<file path="src/rtl/peripheral_arbiter.sv">
// peripheral_arbiter
// Shares the single request port of the peripheral register block between the
// processor core and the external control system. One request is captured at a
// time with round-robin fairness, issued as a one-cycle strobe, and answered
// with a one-cycle done pulse after the fixed read latency.
module peripheral_arbiter #(
    parameter int READ_LATENCY = 1
) (
    input  logic        clock_i,
    input  logic        reset_i,
    input  logic        req_core_i,
    input  logic        rw_core_i,
    input  logic [26:0] add_core_i,
    input  logic [31:0] data_core_i,
    output logic        done_core_o,
    output logic [31:0] data_core_o,
    input  logic        req_cs_i,
    input  logic        rw_cs_i,
    input  logic [26:0] add_cs_i,
    input  logic [31:0] data_cs_i,
    output logic        done_cs_o,
    output logic [31:0] data_cs_o,
    output logic        req_per_o,
    output logic        rw_per_o,
    output logic [26:0] add_per_o,
    output logic [31:0] data_per_o,
    input  logic [31:0] data_per_i
);

    localparam logic [31:0] DATA_RESET   = 32'hDEADBEAF;
    localparam logic [3:0]  LATENCY_LOAD = 4'(READ_LATENCY);

    typedef enum logic [1:0] {
        IDLE,
        ISSUE,
        WAIT,
        RESP
    } state_t;

    state_t      state;
    state_t      state_next;
    logic        gnt;
    logic        gnt_next;
    logic        last;
    logic [3:0]  cnt;
    logic        cnt_last;

    assign cnt_last = (cnt == 4'd1);

    // Next state and arbitration: on a tie the requester not served last wins
    always_comb begin
        state_next = state;
        gnt_next   = gnt;
        case (state)
            IDLE: begin
                if (req_core_i && req_cs_i) begin
                    gnt_next   = ~last;
                    state_next = ISSUE;
                end else if (req_core_i) begin
                    gnt_next   = 1'b0;
                    state_next = ISSUE;
                end else if (req_cs_i) begin
                    gnt_next   = 1'b1;
                    state_next = ISSUE;
                end
            end
            ISSUE:   state_next = rw_per_o ? RESP : WAIT;
            WAIT:    if (cnt_last) state_next = RESP;
            RESP:    state_next = IDLE;
            default: state_next = IDLE;
        endcase
    end

    // State register; reset drops any in-flight transaction
    always_ff @(posedge clock_i or negedge reset_i) begin
        if (!reset_i) begin
            state <= IDLE;
        end else begin
            state <= state_next;
        end
    end

    // Grant, fairness history, latency counter and the latched downstream request
    always_ff @(posedge clock_i or negedge reset_i) begin
        if (!reset_i) begin
            gnt        <= 1'b0;
            last       <= 1'b1;
            cnt        <= 4'd0;
            rw_per_o   <= 1'b0;
            add_per_o  <= 27'd0;
            data_per_o <= 32'd0;
        end else begin
            gnt <= gnt_next;
            case (state)
                IDLE: begin
                    if (state_next == ISSUE) begin
                        if (gnt_next) begin
                            rw_per_o   <= rw_cs_i;
                            add_per_o  <= add_cs_i;
                            data_per_o <= data_cs_i;
                        end else begin
                            rw_per_o   <= rw_core_i;
                            add_per_o  <= add_core_i;
                            data_per_o <= data_core_i;
                        end
                    end
                end
                ISSUE:   cnt <= LATENCY_LOAD;
                WAIT:    cnt <= cnt - 4'd1;
                RESP:    last <= gnt;
                default: ;
            endcase
        end
    end

    // Registered strobes and read data returned to the granted requester
    always_ff @(posedge clock_i or negedge reset_i) begin
        if (!reset_i) begin
            req_per_o   <= 1'b0;
            done_core_o <= 1'b0;
            done_cs_o   <= 1'b0;
            data_core_o <= DATA_RESET;
            data_cs_o   <= DATA_RESET;
        end else begin
            req_per_o   <= (state_next == ISSUE);
            done_core_o <= (state_next == RESP) && !gnt;
            done_cs_o   <= (state_next == RESP) && gnt;
            if ((state == WAIT) && cnt_last) begin
                if (gnt) begin
                    data_cs_o <= data_per_i;
                end else begin
                    data_core_o <= data_per_i;
                end
            end
        end
    end

endmodule
</file>
<file path="config.mk">
export PLATFORM = sky130hd
export DESIGN_NAME = peripheral_arbiter
export DESIGN_NICKNAME = d
export VERILOG_FILES = /design/src/rtl/peripheral_arbiter.sv
export SDC_FILE = /design/constraint.sdc
export NUM_CORES = 1
export LEC_CHECK = 0
export CAP_MARGIN = 40
export CORE_UTILIZATION = 44
export CTS_CLUSTER_SIZE = 24
export DETAILED_ROUTE_END_ITERATION = 12
export PLACE_DENSITY = 0.87
export SYNTH_ARGS = -nofsm -noshare
export SYNTH_HDL_FRONTEND = slang
export SYNTH_SLANG_ARGS = --single-unit
</file>
<file path="constraint.sdc">
create_clock -name clock_i -period 4.8 [get_ports clock_i]
set_clock_uncertainty 0.1 [all_clocks]
set_input_delay 0.96 -clock clock_i [delete_from_list [all_inputs] [get_ports clock_i]]
set_output_delay 0.96 -clock clock_i [all_outputs]
set_load 0.005 [all_outputs]
</file>
Word level (Yosys, flattened, before mapping)
Cells that the tools add are included.
W data, S select, Z words.

word-level totals
  bits in read-only memories = 0
  register bits = 135
  word-level logic and storage cells = 45
  output and inout bits = 127
  latch bits = 0
  memories = 0
  bits in writable memories = 0
  input port bits = 156

cells by class
  bitwise gates (word level) = 2
  multiplexer cells = 14
  divide/modulo/power cells = 0
  $lt $le $gt $ge = 0
  add/subtract/negate cells = 1
  shift-type cells = 0
  eq/ne operators = 6
  $mul = 0
  reductions and logical operators = 10

operator list
  kind                   number
  $mux W32               1
  $mux W27               1
  $mux W2                4
  $pmux W2 S4            1
  $pmux W4 S2            1
  $eq A2 B2 Y1 const B   3
  $mux W1                6
  $reduce_and A2 Y1      3
  $eq A2 B1 Y1 const B   2
  $eq A4 B1 Y1 const B   1
  $logic_and A1 B1 Y1    4
  $sub A4 B1 Y4 const B  1
  $logic_not A2 Y1       1
  $not A1 Y1             2
  $reduce_bool A2 Y1     1
  $logic_not A1 Y1       1

Logic depth before layout (Yosys ltp)
Gate-level depths: netlist of the first run.

  word-level depth = 6
  depth in mapped cells = 8
  gate-level depth less buffers = 6

Least setup slack after synthesis of the first run
No wires, ideal clock.

  path type = input port to flip-flop
  start = input req_cs_i
  end = register rw_per_o
  library setup time = 0.126 ns
  buffers on the path = 2
  data arrival time = 1.854 ns
  slack = 2.720 ns
  stages = 6
  required time = 4.574 ns
  cells stage by stage = nor4b_1 a211oi_2 buf_4 buf_6 nor2_1 a21oi_1

between the ends
  word-level cells in the longest chain between the ends = 6
  elaborated cells on any way between the ends = 12
  classes of those cells = 1 x eq/ne; 9 x mux; 2 x reduce/logical

RTL lines
  what                         line  source
  from (decl)                  17    input logic req_cs_i,
  $mux W2                      62    end else if (req_cs_i) begin
  $mux W2                      59    end else if (req_core_i) begin
  $mux W2                      56    if (req_core_i && req_cs_i) begin
  $pmux W2 S4                  54    case (state)
  $eq A2 B1 Y1                 96    if (state_next == ISSUE) begin
  $reduce_and A2 Y1 (no line)  -
  to (signal assigned)         98    rw_per_o <= rw_cs_i;
  to (signal assigned)         102   rw_per_o <= rw_core_i;
  to (decl)                    24    output logic rw_per_o,

Parallel ways exist; a longest one is shown, timed or not.
A chain may end at the register's enable or synchronous reset.

Worst setup path in the final report of the first run
  start = input req_cs_i
  end = register add_per_o[24]

between the ends
  word-level cells in the longest chain between the ends = 6
  elaborated cells on any way between the ends = 12
  classes of those cells = 1 x eq/ne; 9 x mux; 2 x reduce/logical

RTL lines
  what                         line  source
  $mux W2                      62
  $mux W2                      59
  $mux W2                      56
  $pmux W2 S4                  54
  $eq A2 B1 Y1                 96
  $reduce_and A2 Y1 (no line)  -
  to (signal assigned)         99    add_per_o <= add_cs_i;
  to (signal assigned)         103   add_per_o <= add_core_i;
  to (decl)                    25    output logic [26:0] add_per_o,

Parallel ways exist; a longest one is shown, timed or not.

==> impl_metrics.csv, run 1 <==
group,metric,value,unit
outcome,status,"completed",
sta,finalSetupViolCount,0,
place,post-place-cells,882,
setup_path,required,4990,ps
cts,holdBufCountCts,0,
die,die_w,116.2,um
detailed_routing,drtIter0Drc,260,
synth,yosysMostFrequentCell,"dfrtp_1",
synth,syn-mean-instance-area,12.81,um^2
global_route,grt_max_degree,69,
cells_and_area,num-fill-cells,823,
synth,syn_area,5737,um^2
detailed_routing,vias_per_cell,4.976,
sta,timing.fmax,0.3638,GHz
global_route,grt_pass1_wl,23870,um
hold_path,hold_class,"in -> async",
setup_path,worstSetupPathType,"in -> reg",
synth,ys_async_sr_fraction,100.0,%
power,p_per_area,698.5,nW/um^2
detailed_routing,antenna_left,0,
synth,netlist.area_leader.share,38.39,%
sta,rsz0062_at_grt,"no",
sta,fin_setup_tns,0,ps
sta,hold_ws,383.4,ps
synth,yosys.area.top_type,"dfrtp_1",
cts,cts_buffer_depth,2,
power,leakage,3.856,nW
synth,netlist_instances,448,
synth,ys.flop_type,"dfrtp_1",
cells_and_area,regArea,3437,um^2
cells_and_area,finalNonFillerCells,914,
place,io_buffers,282,
global_route,grt_use_total,23.77,%
die,coreArea,12670,um^2
setup_path,crit_fanout,68,
cts,cts_buffers,17,
die,io_pins,283,
synth,ys_top_cells_by_area,"dfrtp_1, dfstp_2, mux2_2",
cts,ctsResizeCount,0,
cts,cts_setup_buffers,0,
synth,synth_edf_count,0,
synth,ys_seq_elements,135,
detailed_routing,vias,4548,
cells_and_area,drive_above_1_share,20.62,%
detailed_routing,firstDrtPassIters,4,
die,die_h,116.2,um
synth,syn_nets,611,
cts,htree_levels,4,
cts,cts_sinks,135,
run,maxCapViolations,0,
global_route,grt_pass1_vias,4739,
detailed_routing,routedWlPerCell,17.18,um
sta,slew_violations,0,
die,start_util,45.28,%
synth,yosysWarnings,0,
place,post-place-ws,1657,ps
synth,yosysUniqueCellTypes,26,
die,num_rows,41,
cts,cts_root_buf,"clkbuf_16",
sta,hold_viol,0,
detailed_routing,drc,0,
cells_and_area,multi_input_area,2132,um^2
place,dp_hpwl,11790,um
cells_and_area,area_growth,62.20,%
detailed_routing,wl,15710,um
cells_and_area,nets,892,
cts,clk_pin_slew,60,ps
die,dieArea,13500,um^2
sta,slew_headroom,49.06,%
global_route,antenna_found_initial,0,
setup_path,cp_slowest_cell,"nor4b_1",
setup_path,worstReg2RegStart,"state[0]",
place,dpl_cell_area,8712,um^2
power,vdd.ir_drop.worst,0.3893,mV
sta,post-route-period-util,57.26,%
sta,period_needed,2749,ps
setup_path,startpoint_type,"primary input",
sta,finalWorstSetupSlack,2051,ps
setup_path,critPathMaxStageDelay,680,ps
cells_and_area,fin_util,73.44,%
setup_path,cp_cell_sequence,"clkdlybuf4s50_1 > nor4b_1 > a211oi_4 > buf_4 > buf_12 > nor2_1 > a21oi_1",
setup_path,worstSetupStartpoint,"req_cs_i",
cells_and_area,finish.instance_area,9305,um^2
setup_path,cp.arrival,2930,ps
synth,synth_commonest_cells,"dfrtp_1, mux2_2, nor2_1",
global_route,grt_overflow_total,0,
setup_path,worstSetupEndpointType,"flop",
sta,worst-slew-pin-transition,753.5,ps
cts,tritoncts,"yes",
synth,ys_seq_area_share,59.91,%
power,p_total,6.499,mW
place,gp_congestion,0.7932,
cts,clk_latency,410,ps
cells_and_area,diodes,0,
[sequential cells by signal, indices dropped and copies added, names as in the netlist]
register and flops:
done_cs_o 1, done_core_o 1, add_per_o 27, state 2, rw_per_o 1, cnt 4, data_per_o 32, last 1
data_core_o 32, req_per_o 1, data_cs_o 32, gnt 1
[critical path: cells and delay by family]
family	cells	cell delay, ps
buffers and inverters	3	1020
AND/OR/NAND/NOR	2	830
AO/OA/AOI/OAI	2	80
[placed cells by master (no fill, tap or decap), drive strengths merged]
master         Yosys  layout
a211oi             1       1
a21oi             61      61
a221oi             1       1
a32o               1       1
and3               1       1
buf               24       8
bufinv             0       2
clkbuf             3      22
clkdlybuf4s50      0     281
clkinv             0       3
clkinvlp           0       3
dfrtp             88      88
dfstp             47      47
ha                 7       7
inv                6       8
mux2              65      65
mux2i             60      60
nand2              6       6
nand2b             1       1
nand3              3       3
nand3b             1       1
nand4bb            1       1
nor2              62      62
nor2b              1       1
nor3               1       1
nor4b              1       1
o21a               1       1
o21ai              5       5
[worst paths after layout]
check | end | cells past startpoint | slack (ps)
max | add_per_o[24] | 7 | 2050
min | data_per_o[17] | 1 | 380
max reg2reg | data_per_o[21] | 8 | 2080
min reg2reg | data_core_o[20] | 1 | 400
max in group asynchronous | data_core_o[4] | 2 | 3200
min in group clock_i | data_core_o[20] | 1 | 400
[cell type report]
type / count / area share (%)
repair buffers: 289 / 31.22
flip-flops and latches: 135 / 36.94
clock inverters: 10 / 1.277
well taps: 172 / 2.313
inverters: 6 / 0.2420
multi-input cells: 280 / 22.91
clock buffers: 22 / 5.096
[kinds of logic (layout without fill, tap and decap cells)]
kind of cell             Yosys count  in the layout  synth area share [%]
adder cells (fa/ha/maj)            7              7                 1.527
flip-flops                       135            135                 59.91
AO/OA/AOI/OAI                     70             70                 6.434
AND/OR/NAND/NOR                   78             78                 5.605
multiplexers                     125            125                 23.23
buffers and inverters             33            327                 3.293
[routing by layer]
metal / vias up / GRT usage [%] / wire (um)
met4: 0 / 10.77 / 402
met5: - / 0 / 0
met3: 34 / 9.497 / 1487
met2: 214 / 41.75 / 7976
li1: 2127 / - / -
met1: 2173 / 25.07 / 5839
[power by group]
group | internal [mW] | total [mW] | switching (mW)
Clock | 0.808 | 1.30 | 0.489
Sequential | 1.87 | 2.19 | 0.316
Combinational | 1.80 | 3.01 | 1.21
Total | 4.48 | 6.50 | 2.02
(Power assumes the default switching activity.)
==> run 2, diff against run 1 <==
--- a/config.mk
+++ b/config.mk
@@ -6,10 +6,10 @@
 export NUM_CORES = 1
 export LEC_CHECK = 0
 export CAP_MARGIN = 40
-export CORE_UTILIZATION = 44
+export CORE_UTILIZATION = 37
 export CTS_CLUSTER_SIZE = 24
 export DETAILED_ROUTE_END_ITERATION = 12
-export PLACE_DENSITY = 0.87
+export PLACE_DENSITY = 0.78
 export SYNTH_ARGS = -nofsm -noshare
 export SYNTH_HDL_FRONTEND = slang
 export SYNTH_SLANG_ARGS = --single-unit
==> constraint.sdc (replaced) <==
create_clock -name clock_i -period 2.25 [get_ports clock_i]
set_clock_uncertainty 0.1 [all_clocks]
set_input_delay 0.45 -clock clock_i [delete_from_list [all_inputs] [get_ports clock_i]]
set_output_delay 0.45 -clock clock_i [all_outputs]
set_load 0.005 [all_outputs]
==> run 2 against run 1 <==
Compared with the run above: die area rose by 19%; routed wire length fell by 0.69%; largest cell class unchanged; final area rose by 4.7%; first-iteration DRC count fell by 25%.
==> impl_metrics.csv, run 2 (synthesis results as in run 1) <==
group,metric,value,unit
power,leakage,4.057,nW
detailed_routing,antenna_left,0,
setup_path,crit_fanout,5,
cts,cts_root_buf,"clkbuf_16",
cells_and_area,finish.instance_area,9747,um^2
cells_and_area,diodes,0,
outcome,status,"completed",
cts,cts_buffer_depth,2,
cells_and_area,drive_above_1_share,23.56,%
die,coreArea,15150,um^2
place,io_buffers,282,
detailed_routing,drc,0,
global_route,antenna_found_initial,0,
hold_path,hold_class,"reg -> reg",
setup_path,path_buf_inv,5,
setup_path,cp.arrival,2320,ps
detailed_routing,routedWlPerCell,16.38,um
sta,post-route-period-util,94.73,%
sta,timing.fmax,0.4692,GHz
cells_and_area,layout_common_cells,"clkdlybuf4s50_1, dfrtp_1, mux2_2",
setup_path,cp_cell_sequence,"buf_4 > ha_1 > a221oi_4 > a211oi_4 > buf_12 > buf_12 > buf_4 > buf_4 > nor2_1 > a21oi_1",
power,p_total,14.74,mW
power,p_per_area,1512,nW/um^2
die,io_pins,283,
die,num_rows,45,
setup_path,critPathTopFamily,"buffers and inverters",
cells_and_area,final_common_cell,"clkdlybuf4s50_1",
detailed_routing,firstDrtPassIters,4,
setup_path,required,2440,ps
sta,worst-slew-pin-transition,488.1,ps
die,die_w,126.5,um
detailed_routing,wl,15600,um
detailed_routing,vias_per_cell,4.845,
sta,hold_ws,404.4,ps
place,dpl_cell_area,8914,um^2
cts,clk_pin_slew,60,ps
sta,slew_headroom,67.46,%
global_route,grt_overflow_total,0,
setup_path,path_common_cell,"buf_4",
global_route,grt_use_total,20.11,%
global_route,grt_max_degree,53,
cells_and_area,nets,914,
cts,tritoncts,"yes",
sta,slew_violations,0,
global_route,grt_pass1_vias,4935,
sta,finalSetupViolCount,0,
global_route,grt_pass1_wl,24980,um
detailed_routing,vias,4612,
cts,htree_levels,4,
die,die_h,126.5,um
cts,clk_latency,410,ps
power,vdd.ir_drop.worst,0.5854,mV
die,start_util,37.88,%
setup_path,cp_slowest_cell,"dfrtp_2",
detailed_routing,drtIter0Drc,194,
setup_path,startpoint_type,"flop",
setup_path,worstSetupEndpointType,"flop",
cells_and_area,biggestRegsByFlops,"data_core_o x32, data_cs_o x32, data_per_o x32",
sta,period_needed,2131,ps
place,dp_hpwl,11490,um
setup_path,worstSetupPathType,"reg -> reg",
sta,fin_setup_tns,0,ps
die,dieArea,16010,um^2
cts,cts_buffers,17,
run,maxCapViolations,0,
sta,hold_viol,0,
setup_path,critPathMaxStageDelay,420,ps
cts,cts_sinks,135,
cells_and_area,area_growth,69.90,%
place,gp_congestion,0.7373,
## run 2: changes by cell type in the layout (fill, tap and decap cells not counted), moves of 2 or more
cell / delta
clkinv_2: -2
bufinv_16: +3
buf_12: +8
buf_4: +11
clkinvlp_4: -2
clkbuf_8: +2
## run 2: final timing paths
kind                                     from              to  slack, ps  depth (start not counted)
worst min register to register  data_cs_o[22]   data_cs_o[22]        400                          1
worst max-delay path                 state[0]  data_per_o[20]        120                         10
min in group asynchronous             reset_i        state[0]        460                          2
worst min-delay path            data_cs_o[22]   data_cs_o[22]        400                          1
max in group asynchronous             reset_i   data_cs_o[21]        920                          3
worst max register to register       state[0]  data_per_o[20]        120                         10
## run 2: where the power goes
part	internal (mW)	total (mW)	switching [mW]
clock	2.13	3.16	1.04
combinational	4.22	6.87	2.65
sequential	4.00	4.70	0.697
## run 2: cell type report
type,count,area [um^2]
fill,1121,5399
timing repair buffer,311,3194
clock inverter,9,183.9
sequential,135,3438
inverter,6,22.52
clock buffer,23,498.0
multi-input combinational,280,2175
tap,188,235.2
## run 2: per-layer routing
metal / part of all wire (%) / GRT usage, % / up-vias
met3: 7.0 / 5.230 / 25
met5: 0 / 0 / -
met1: 41 / 23.73 / 2198
li1: - / - / 2171
met4: 2.3 / 8.717 / 0
met2: 50 / 34.64 / 218
## run 2: stage by stage
| step | util, % | std cells | setup WS (ps) |
|---|---|---|---|
| 2_1_floorplan | - | 448 | 273.5 |
| 3_3_place_gp | 58.85 | 911 | 87.12 |
| 3_5_place_dp | 58.85 | 911 | 29.88 |
| 4_1_cts | 63.57 | 944 | 34.46 |
| 5_1_grt | 64.35 | 952 | -9.738 |
| 6_report | 64.35 | 952 | 118.7 |
## run 2: repair_timing
item / 4_1_cts / 5_1_grt
gates resized for setup: 2 / 5
pin swaps: 1 / 1
endpoints found under the setup margin: 1 / 50
hold endpoints to repair: 23 / 0
cloned: 0 / 1
hold buffers: 1 / 0
setup buffers: 0 / 7
## run 2: worst register-to-register path: stages, from the launching register on
cell      delay (ps)
dfrtp_2          420
buf_4            160
ha_1             220
a221oi_4         300
a211oi_4         120
buf_12           150
buf_12           140
buf_4            140
buf_4            130
nor2_1            80
a21oi_1           60
==> variant (config.mk and constraints of run 2) <==
Reset style: synchronous (`reset_i`), changed in 3 clocked blocks.
--- a/src/rtl/peripheral_arbiter.sv
+++ b/src/rtl/peripheral_arbiter.sv
@@ -74,3 +74,3 @@
     // State register; reset drops any in-flight transaction
-    always_ff @(posedge clock_i or negedge reset_i) begin
+    always_ff @(posedge clock_i) begin
         if (!reset_i) begin
@@ -83,3 +83,3 @@
     // Grant, fairness history, latency counter and the latched downstream request
-    always_ff @(posedge clock_i or negedge reset_i) begin
+    always_ff @(posedge clock_i) begin
         if (!reset_i) begin
@@ -116,3 +116,3 @@
     // Registered strobes and read data returned to the granted requester
-    always_ff @(posedge clock_i or negedge reset_i) begin
+    always_ff @(posedge clock_i) begin
         if (!reset_i) begin
Behaviour: differs if reset_i is asserted again (counterexample within 4 cycles, from zero or initial values and one cycle with reset_i low); with reset_i held inactive, the same outputs for 4 cycles.
==> variant against run 2 <==
- combinational power down 31%
- sequential cell count unchanged
- synthesized cell count up 35%
- cell count up 14%
- routed wire length up 3.2%
- design area down 5.5%
- synthesized area down 5.3%
- critical endpoint is now data_per_o[28]
- setup slack better by 0.080 ns
- power down 27%
==> variant: results (changes against run 2) <==
Route
The number of antenna-violating nets in the routed design is 0 (unchanged). The total vias in the final route is 5,229 (was 4,612). The detailed-route wire length per cell was 14.9 µm (was 16.4 µm).

The violation count after the first detailed-routing iteration was 241 (was 194).

Outcome
Outcome: finished, final reports clean (unchanged).

Logic synthesis
The most used flip-flop cell after synthesis was sky130_fd_sc_hd__dfxtp_1 (was sky130_fd_sc_hd__dfrtp_1). The share of synthesized flip-flops with an asynchronous set or reset is 0 (was 1.00). Synth cell count leaders: 135 x sky130_fd_sc_hd__dfxtp_1, 135 x sky130_fd_sc_hd__nand2_1, 61 x sky130_fd_sc_hd__mux2i_1 (was 88 x sky130_fd_sc_hd__dfrtp_1, 65 x sky130_fd_sc_hd__mux2_2, 62 x sky130_fd_sc_hd__nor2_1). The count of different cell masters after synthesis came to 33 (was 26). The sequential share of the synthesized area came to 0.498 (was 0.599).

Largest cells by area after synthesis: sky130_fd_sc_hd__dfxtp_1 50%, sky130_fd_sc_hd__mux2i_1 11%, sky130_fd_sc_hd__nand2_1 9.3% (was sky130_fd_sc_hd__dfrtp_1 38%, sky130_fd_sc_hd__dfstp_2 22%, sky130_fd_sc_hd__mux2_2 13%). The number of nets produced by synthesis is 767 (was 611).

Placement
The post-detailed-placement cell area came to 0.00865 mm² (was 0.00891 mm²). The HPWL after detailed placement is 12,000 µm (was 11,500 µm). The setup slack at placement is -0.229 ns (was 0.0299 ns). The final RePlAce weighted congestion is 0.767 (was 0.737).

Finish
The count of antenna diodes in the layout is 0 (unchanged). The number of filler cells placed in the layout came to 1,149 (was 1,121). The number of nets in the finished design is 1,052 (was 914). The proportion of layout cells with a drive suffix above 1 is 0.116 (was 0.236).

Power
The leakage power summed over all cells came to 3.62 nW (was 4.06 nW). The maximum VDD drop is 696 µV (was 585 µV).

Critical path
The minimum setup slack among reg-to-reg paths came to 0.20 ns (was 0.12 ns). The arrival time at the worst endpoint is 2.29 ns (was 2.32 ns). The depth of the most critical reg-to-reg path was 9 (was 10).

The maximum fanout count along the critical path is 20 (was 5). The reg-to-reg endpoint is data_per_o[28] (was data_per_o[20]). The reg-to-reg startpoint is state[0] (unchanged).

Global route
The aggregate global-route resource usage came to 0.213 (was 0.201). The number of global-route vias before repair is 4,910 (was 4,935). The maximum number of pins on one net before global-route repair was 62 (was 53). The initial antenna violation count is 0 (unchanged). The first-pass GRT wire length is 24,600 µm (was 25,000 µm).

STA
The final-layout worst hold slack is 0.352 ns (was 0.404 ns). The worst-margin pin slew is 0.423 ns (was 0.488 ns).

Worst hold path
The start point of the worst hold path is data_core_o[20] (was data_cs_o[22]). The sink of the worst hold path is data_core_o[20] (was data_cs_o[22]). The worst hold path stage count is 2 (was 1).
variant: changes by cell type after synthesis, sizes merged, moves of 27 or more:
cell,delta
dfxtp,+135
nand2,+129
dfrtp,-88
mux2,-65
nor2,-59
o21ai,+57
dfstp,-47
nand3,+43
clkbuf,+27
variant: metrics by stage:
| step | total power [mW] | instances | util |
|---|---|---|---|
| 2_1_floorplan | 5.81 | 604 | - |
| 3_3_place_gp | 8.18 | 1050 | 0.614 |
| 3_5_place_dp | 8.27 | 1050 | 0.614 |
| 4_1_cts | 10.9 | 1082 | 0.653 |
| 5_1_grt | 11.4 | 1082 | 0.654 |
| 6_report | 10.8 | 1082 | 0.654 |
variant: how the worst max path moves through the flow:
stage	depth (start not counted)	startpoint	to
2_1_floorplan	7	state[0]	add_per_o[7]
6_report	9	state[0]	data_per_o[28]
5_1_grt	9	state[0]	data_per_o[28]
3_3_place_gp	7	req_cs_i	data_per_o[23]
3_5_place_dp	7	req_cs_i	data_per_o[27]
4_1_cts	8	state[1]	data_per_o[27]
variant: worst max-delay path: stages, from the launching register on:
cell and delay (ns):
sky130_fd_sc_hd__dfxtp_1 0.31, sky130_fd_sc_hd__inv_1 0.11, sky130_fd_sc_hd__ha_1 0.21, sky130_fd_sc_hd__a221oi_1 0.10
sky130_fd_sc_hd__buf_4 0.15, sky130_fd_sc_hd__a2111oi_4 0.39, sky130_fd_sc_hd__buf_12 0.19, sky130_fd_sc_hd__buf_12 0.15
sky130_fd_sc_hd__o21ai_0 0.09, sky130_fd_sc_hd__a21oi_1 0.16
variant: power breakdown:
part	switching [mW]	internal [mW]
combinational	2.14	2.61
sequential	0.378	3.09
clock	0.987	1.60
total	3.51	7.30
variant: layout make-up:
cell class | count | area, µm² | share of cell area
sequential | 135 | 2700 | 0.293
multi-input combinational | 414 | 2490 | 0.271
inverter | 7 | 26.3 | 0.00285
clock inverter | 8 | 72.6 | 0.00788
timing repair buffer | 314 | 3210 | 0.348
tap | 180 | 225 | 0.0244
clock buffer | 24 | 482 | 0.0523
variant: logic make-up after synthesis:
logic type	share of synthesized area
multiplexers	0.112
adder cells (fa/ha/maj)	0.0161
AO/OA/AOI/OAI	0.170
flip-flops	0.498
AND/OR/NAND/NOR	0.155
buffers and inverters	0.0491
variant: per-layer routing:
metal	vias to the layer above	track usage	wire [µm]
li1	2639	-	-
met1	2349	0.236	6290
met2	213	0.369	8050
met3	28	0.0696	1400
met4	0	0.0934	357
met5	-	0	0
variant: what timing repair did:
item | CTS | global route
endpoints found under the hold margin | 0 | 0
resized for setup | 0 | 1
buffers inserted | 0 | 0
setup endpoints to repair | 0 | 57
